--- config.mk ---
export PLATFORM = sky130hd
export DESIGN_NAME = decode_stage_hz
export DESIGN_NICKNAME = d
export VERILOG_FILES = /design/src/rtl/decode_stage_hz.sv
export SDC_FILE = /design/constraint.sdc
export NUM_CORES = 2
export LEC_CHECK = 0
export CAP_MARGIN = 10
export CORE_AREA = 10 10 366 332
export CTS_BUF_LIST = sky130_fd_sc_hd__clkbuf_4 sky130_fd_sc_hd__clkbuf_8
export DETAILED_ROUTE_END_ITERATION = 16
export DIE_AREA = 0 0 376 342
export PLACE_DENSITY = 0.74
export SYNTH_ARGS = -nofsm -noshare
export SYNTH_HDL_FRONTEND = slang
export SYNTH_SLANG_ARGS = --single-unit
--- constraint.sdc ---
create_clock -name clk -period 62.6 [get_ports clk]
set_input_delay 12.52 -clock clk [delete_from_list [all_inputs] [get_ports clk]]
set_output_delay 12.52 -clock clk [all_outputs]
set_load 0.02 [all_outputs]
--- src/rtl/decode_stage_hz.sv ---
// decode_stage_hz: register file read, load-use hazard detection and the
// decode->EX pipeline register.
//
// Ports:
//   clk, rst                  rising-edge clock; async active-high reset
//   valid_d, instr_d          decode instruction (rs1=[19:15] rs2=[24:20] rd=[11:7])
//   pc_d, pc_plus4_d, imm_d   decode operands
//   ctrl_d, mem_read_d        decoded control bundle, load flag
//   flush_e                   squash the decode instruction (taken branch in EX)
//   reg_write_w, rd_w, result_w  writeback port
//   stall_fd                  hold fetch/decode (combinational)
//   valid_e ... ctrl_e        EX-stage register outputs
//   stall_cnt                 saturating count of load-use stalls
module decode_stage_hz #(
  parameter int XLEN   = 32,
  parameter int NREG   = 32,
  parameter int CTRL_W = 12,
  parameter int CNT_W  = 16
) (
  input  logic              clk,
  input  logic              rst,
  input  logic              valid_d,
  input  logic [31:0]       instr_d,
  input  logic [XLEN-1:0]   pc_d,
  input  logic [XLEN-1:0]   pc_plus4_d,
  input  logic [XLEN-1:0]   imm_d,
  input  logic [CTRL_W-1:0] ctrl_d,
  input  logic              mem_read_d,
  input  logic              flush_e,
  input  logic              reg_write_w,
  input  logic [4:0]        rd_w,
  input  logic [XLEN-1:0]   result_w,
  output logic              stall_fd,
  output logic              valid_e,
  output logic              mem_read_e,
  output logic [XLEN-1:0]   rd1_e,
  output logic [XLEN-1:0]   rd2_e,
  output logic [XLEN-1:0]   imm_e,
  output logic [XLEN-1:0]   pc_e,
  output logic [XLEN-1:0]   pc_plus4_e,
  output logic [4:0]        rs1_e,
  output logic [4:0]        rs2_e,
  output logic [4:0]        rd_e,
  output logic [CTRL_W-1:0] ctrl_e,
  output logic [CNT_W-1:0]  stall_cnt
);
  localparam int IDX_W = $clog2(NREG);

  typedef struct packed {
    logic              valid;
    logic              mem_read;
    logic [XLEN-1:0]   rd1;
    logic [XLEN-1:0]   rd2;
    logic [XLEN-1:0]   imm;
    logic [XLEN-1:0]   pc;
    logic [XLEN-1:0]   pc_plus4;
    logic [4:0]        rs1;
    logic [4:0]        rs2;
    logic [4:0]        rd;
    logic [CTRL_W-1:0] ctrl;
  } ex_t;

  logic [XLEN-1:0]  rf_q [NREG];
  logic [XLEN-1:0]  rf_d [NREG];
  ex_t              ex_q, ex_d;
  logic [CNT_W-1:0] stall_cnt_q, stall_cnt_d;
  logic [4:0]       rs1_d, rs2_d, rdi_d;
  logic [XLEN-1:0]  rd1_d, rd2_d;
  logic             hz;

  // Opcode/funct fields are decoded upstream; only register indices matter here.
  logic unused_instr_bits;
  assign unused_instr_bits = ^{instr_d[31:25], instr_d[14:12], instr_d[6:0]};

  assign rs1_d = instr_d[19:15];
  assign rs2_d = instr_d[24:20];
  assign rdi_d = instr_d[11:7];

  // Index 0 and indices beyond the implemented file are hardwired zero.
  function automatic logic legal_idx(input logic [4:0] idx);
    return (idx != 5'd0) && ({27'd0, idx} < 32'(NREG));
  endfunction

  always_comb begin
    rf_d = rf_q;
    if (reg_write_w && legal_idx(rd_w)) rf_d[rd_w[IDX_W-1:0]] = result_w;
  end

  always_ff @(posedge clk or posedge rst) begin
    if (rst) begin
      for (int i = 0; i < NREG; i++) rf_q[i] <= '0;
    end else begin
      rf_q <= rf_d;
    end
  end

  // Write-through read: a same-cycle writeback is visible to decode, so the
  // EX register captures the fresh value without a separate bypass stage.
  always_comb begin
    rd1_d = '0;
    rd2_d = '0;
    if (legal_idx(rs1_d))
      rd1_d = (reg_write_w && rd_w == rs1_d) ? result_w : rf_q[rs1_d[IDX_W-1:0]];
    if (legal_idx(rs2_d))
      rd2_d = (reg_write_w && rd_w == rs2_d) ? result_w : rf_q[rs2_d[IDX_W-1:0]];
  end

  assign hz = valid_d & ex_q.valid & ex_q.mem_read & (ex_q.rd != 5'd0) &
              ((ex_q.rd == rs1_d) | (ex_q.rd == rs2_d));

  // A flush kills the dependent instruction anyway, so no stall is needed.
  assign stall_fd = hz & ~flush_e;

  always_comb begin
    ex_d = '0;
    if (!flush_e && !hz && valid_d) begin
      ex_d.valid    = 1'b1;
      ex_d.mem_read = mem_read_d;
      ex_d.rd1      = rd1_d;
      ex_d.rd2      = rd2_d;
      ex_d.imm      = imm_d;
      ex_d.pc       = pc_d;
      ex_d.pc_plus4 = pc_plus4_d;
      ex_d.rs1      = rs1_d;
      ex_d.rs2      = rs2_d;
      ex_d.rd       = rdi_d;
      ex_d.ctrl     = ctrl_d;
    end
  end

  always_comb begin
    stall_cnt_d = stall_cnt_q;
    if (stall_fd && stall_cnt_q != '1) stall_cnt_d = stall_cnt_q + 1'b1;
  end

  always_ff @(posedge clk or posedge rst) begin
    if (rst) begin
      ex_q        <= '0;
      stall_cnt_q <= '0;
    end else begin
      ex_q        <= ex_d;
      stall_cnt_q <= stall_cnt_d;
    end
  end

  assign valid_e    = ex_q.valid;
  assign mem_read_e = ex_q.mem_read;
  assign rd1_e      = ex_q.rd1;
  assign rd2_e      = ex_q.rd2;
  assign imm_e      = ex_q.imm;
  assign pc_e       = ex_q.pc;
  assign pc_plus4_e = ex_q.pc_plus4;
  assign rs1_e      = ex_q.rs1;
  assign rs2_e      = ex_q.rs2;
  assign rd_e       = ex_q.rd;
  assign ctrl_e     = ex_q.ctrl;
  assign stall_cnt  = stall_cnt_q;
endmodule

==> metrics.md <==
| Metric | Value |
|---|---|
| Number of synthesized flops with an enable pin | 0 |
| Synth area leaders | dfrtp_1 49%, mux2_2 18%, mux4_2 15% |
| Fillers | 8533 |
| Crit Path Class | primary input to output pin |
| Synth Area in XOR/XNOR | 0.00493 |
| Max Clk Rate | 0.0360 GHz |
| RSZ-0062 raised after global routing | no |
| CP max stage cell | buf_8 |
| Crit-path cells | buf_8 > xnor2_1 > nand2_1 > o22ai_1 > and2_1 > nor2b_1 > clkdlybuf4s50_1 |
| Initial Util | 0.545 |
| Final ANT Viol Nets | 0 |
| CP Buf/Inv Count | 2 |
| #FFs+latches synth | 1229 |
| Post-layout min period | 27.77 ns |
| Fin crit share | 0.444 |
| DR vias/cell | 6.66 |
| Ys flop type | dfrtp_1 |
| LEAKAGE | 0.0310 µW |
| GR Util All Layers | 0.287 |
| Layout cells sized above 1 | 0.436 |
| VDD IR max | 0.0223 mV |
| Placer Congestion | 0.807 |
| Placed cell area | 0.0666 mm² |
| DR vias | 40700 |
| Clk root buf | clkbuf_8 |
| DR iter-0 viols | 4843 |
| Slew Viols, Final | 0 |
| Post-cts resize count | 0 |
| Multiplexer area fraction after synthesis | 0.377 |
| Nature of the critical path endpoint | output pin |
| Layout overhead on the synthesized area | 14.4% |
| Worst-skew pair later-pin latency | 0.92 ns |
| Number of max-cap violations | 0 |
| Syn Area/Cell | 14.6 µm² |
| Htree depth | 4 |
| Worst-Margin Slew | 1.26 ns |
| CTS buffer count | 202 |
| Placed insts | 5737 |
| Worst Path Required | 50.08 ns |
| Post-synth ARST share | 1.00 |
| Drt total wl | 187 mm |
| Top delay family on crit path | buffers and inverters |
| Worst-path fanout max | 78 |
| Post-Synthesis Cells | 4243 |
| Crit path DAT | 15.25 ns |
| Clock-pin slew on the worst setup and hold paths | 0.06 ns |
| Num rows | 118 |
| I/O pin total | 389 |
| Yosys warns | 0 |
| Max-slew headroom | 0.161 |
| Synthesized area | 0.0621 mm² |
| Synth area leader | dfrtp_1 |
| Cts hold-fix bufs | 0 |
| TritonCTS Sinks | 1229 |
| Reg-to-reg slack, setup | 59.12 ns |
| Synth Area in Compound Gates | 0.0511 |
| Metal3 WL | 17.6 mm |
| Port Buffers | 371 |
| Final setup TNS | 0 ns |
| Chip Width | 376 µm |
| Synth Area in Simple Gates | 0.0358 |
| Clock tree buffer depth | 3 |
| Layout Cells excl Fill | 6117 |
| Hold WC Path Type | register to register |
| Worst reg-to-reg path cell count | 9 |
| Die ar. | 0.129 mm² |
| Routed met2 length | 84.9 mm |
| Die Y | 342 µm |
| Levels on crit path | 7 |
| Uppermost layer routed | met5 |
| Worst R2R End | rd2_e[17] |
| Adder-Cell Fraction of Synth Area | 0.000201 |
| Pre-antenna DRT Iters | 5 |
| Clock Skew | 0.0277 ns |
| CTS tree | built |
| Post-synth top area share | 0.495 |
| Power Density | 30.9 mW/mm² |
| Max incr delay on CP | 0.66 ns |
| Vias in the first global route | 41300 |
| Final Instance Area | 0.0711 mm² |
| Largest family of logic cells by synthesized area | multiplexers |
| Crit path to | stall_fd |
| Final #Nets | 4626 |
| Element type at the critical path start | primary input |
| Crit path launch | instr_d[15] |
| GRT overflow | 0 |
| Post-synthesis sequential area ratio | 0.495 |
| Core area | 0.114 mm² |
| Final hold violations | 0 |
| Synth unique cells | 57 |
| Final setup fails | 0 |
| Critical R2R Launch | rd_e[4] |
| WL met1 | 79.0 mm |
| DRC Markers | 0 |
| DP HPWL | 102 mm |
| Post-DR wirelength/cell | 30.6 µm |
| Initial antenna violation count | 4 |
| Mapped Nets | 4427 |
| Post-CTS setup buffers | 0 |
| First-pass GRT wire length | 277 mm |
| Status | completed |
| Pin count of the biggest net entering global routing | 191 |
-- worst register-to-register path, stage by stage (launching register included) --
cell and delay, ns:
dfrtp_1 0.44, xnor2_1 0.19, nand3_1 0.10, o22ai_1 0.36, and2_1 0.60, or2_4 0.27
clkinv_2 0.08, o41ai_4 0.17, buf_4 0.80, nor3_2 0.26
-- per-stage QoR --
step,utilization,power (µW),worst slack (ns),hold WS [ns]
floorplan,-,1320,15.45,0.441
global placement,0.583,1410,34.79,0.382
detailed placement,0.583,1430,34.79,0.383
CTS,0.622,2200,34.78,0.397
global route,0.623,2290,34.62,0.406
finish,0.623,2200,34.83,0.396
-- cell families (layout without fill, tap and decap cells) --
kind of cell	count (synthesis)	count (layout)
flops	1229	1229
other cells	0	5
simple gates	389	389
fa+ha+maj	1	1
buf+inv	476	845
xor+xnor	35	35
mux	1694	1694
compound gates	419	419
-- registers in the layout (all words and copies together), names as in the netlist --
register,count
pc_plus4_e,32
rf_q,1024
rs2_e,5
valid_e,1
mem_read_e,1
rd_e,5
rd1_e,32
imm_e,32
stall_cnt,16
rs1_e,5
rd2_e,32
pc_e,32
ctrl_e,12
-- placed cells by master, fill, tap and decap left out, types with 4 or more instances in the layout --
cell             Yosys  final
mux4_2             418    418
nand2b_1             4      4
dfrtp_1           1229   1229
buf_4               22     90
clkinv_2             1     20
o21ai_0             34     34
buf_8                3      4
a2111oi_0           19     19
o221ai_1            32     32
a2111oi_2           32     32
nand3_1             14     13
o211ai_1            31     31
clkbuf_8             0    265
a21o_1              30     30
o22ai_1             33     33
a22oi_1             32     32
nand2_4              0      6
nor3_1               5      4
inv_6                0      6
and2_1             156    155
nor2_1             106     90
nor4_1               6      6
a221oi_1            42     42
nor2_4               1     17
buf_12               0      5
clkbuf_4             0     77
nand2_2              0      9
nor3_2              30     31
inv_8                0      5
xor2_1               8      8
a211oi_1            43     43
nor3b_1              7      6
mux2_2            1004   1004
nand2_1             34     19
xnor2_1             27     27
diode_2              0      5
nand3b_1             5      5
mux2i_1            272    272
clkdlybuf4s50_1      0    361
a21oi_1             84     84
-- where the power goes --
group | switching, µW | total [µW] | internal, µW | leakage, µW
Clock | 337 | 770 | 433 | 0.00241
Combinational | 166 | 407 | 241 | 0.0127
Sequential | 93.2 | 1020 | 926 | 0.0159
Total | 595 | 2200 | 1600 | 0.0310
-- synth_stat cells, types with 42 or more instances --
| library cell | instances |
|---|---|
| dfrtp_1 | 1229 |
| mux2_2 | 1004 |
| mux4_2 | 418 |
| mux2i_1 | 272 |
| clkbuf_1 | 269 |
| and2_1 | 156 |
| nor2_1 | 106 |
| buf_2 | 86 |
| a21oi_1 | 84 |
| buf_1 | 53 |
| a211oi_1 | 43 |
| a221oi_1 | 42 |
-- how the worst min path moves through the flow --
stage / cells past startpoint / slack [ns] / end / startpoint
after CTS: 0 / 0.40 / rf_q[998] / rf_q[998]
after floorplan: 1 / 0.44 / rf_q[1001] / rf_q[1001]
final: 0 / 0.40 / rf_q[1004] / rf_q[1004]
after global placement: 0 / 0.38 / rf_q[1015] / rf_q[1015]
after detailed placement: 0 / 0.38 / rf_q[1019] / rf_q[1019]
after global routing: 0 / 0.41 / rf_q[1004] / rf_q[1004]
-- area by class of cell --
type / count / area, µm² / area share
Clock inverter: 32 / 260 / 0.00366
Timing Repair Buffer: 464 / 4500 / 0.0633
Sequential cell: 1229 / 30800 / 0.433
Multi-Input combinational cell: 2538 / 29400 / 0.414
Clock buffer: 342 / 4230 / 0.0594
Inverter: 7 / 37.5 / 0.000528
Tap cell: 1500 / 1880 / 0.0264
Antenna cell: 5 / 12.5 / 0.000176
-- layer usage --
| layer | GRT usage | up-vias |
|---|---|---|
| li1 | - | 16500 |
| met1 | 0.409 | 21800 |
| met2 | 0.432 | 2005 |
| met3 | 0.0715 | 391 |
| met4 | 0.0931 | 2 |
| met5 | 0 | - |
Power figures use the tool's default switching activity.
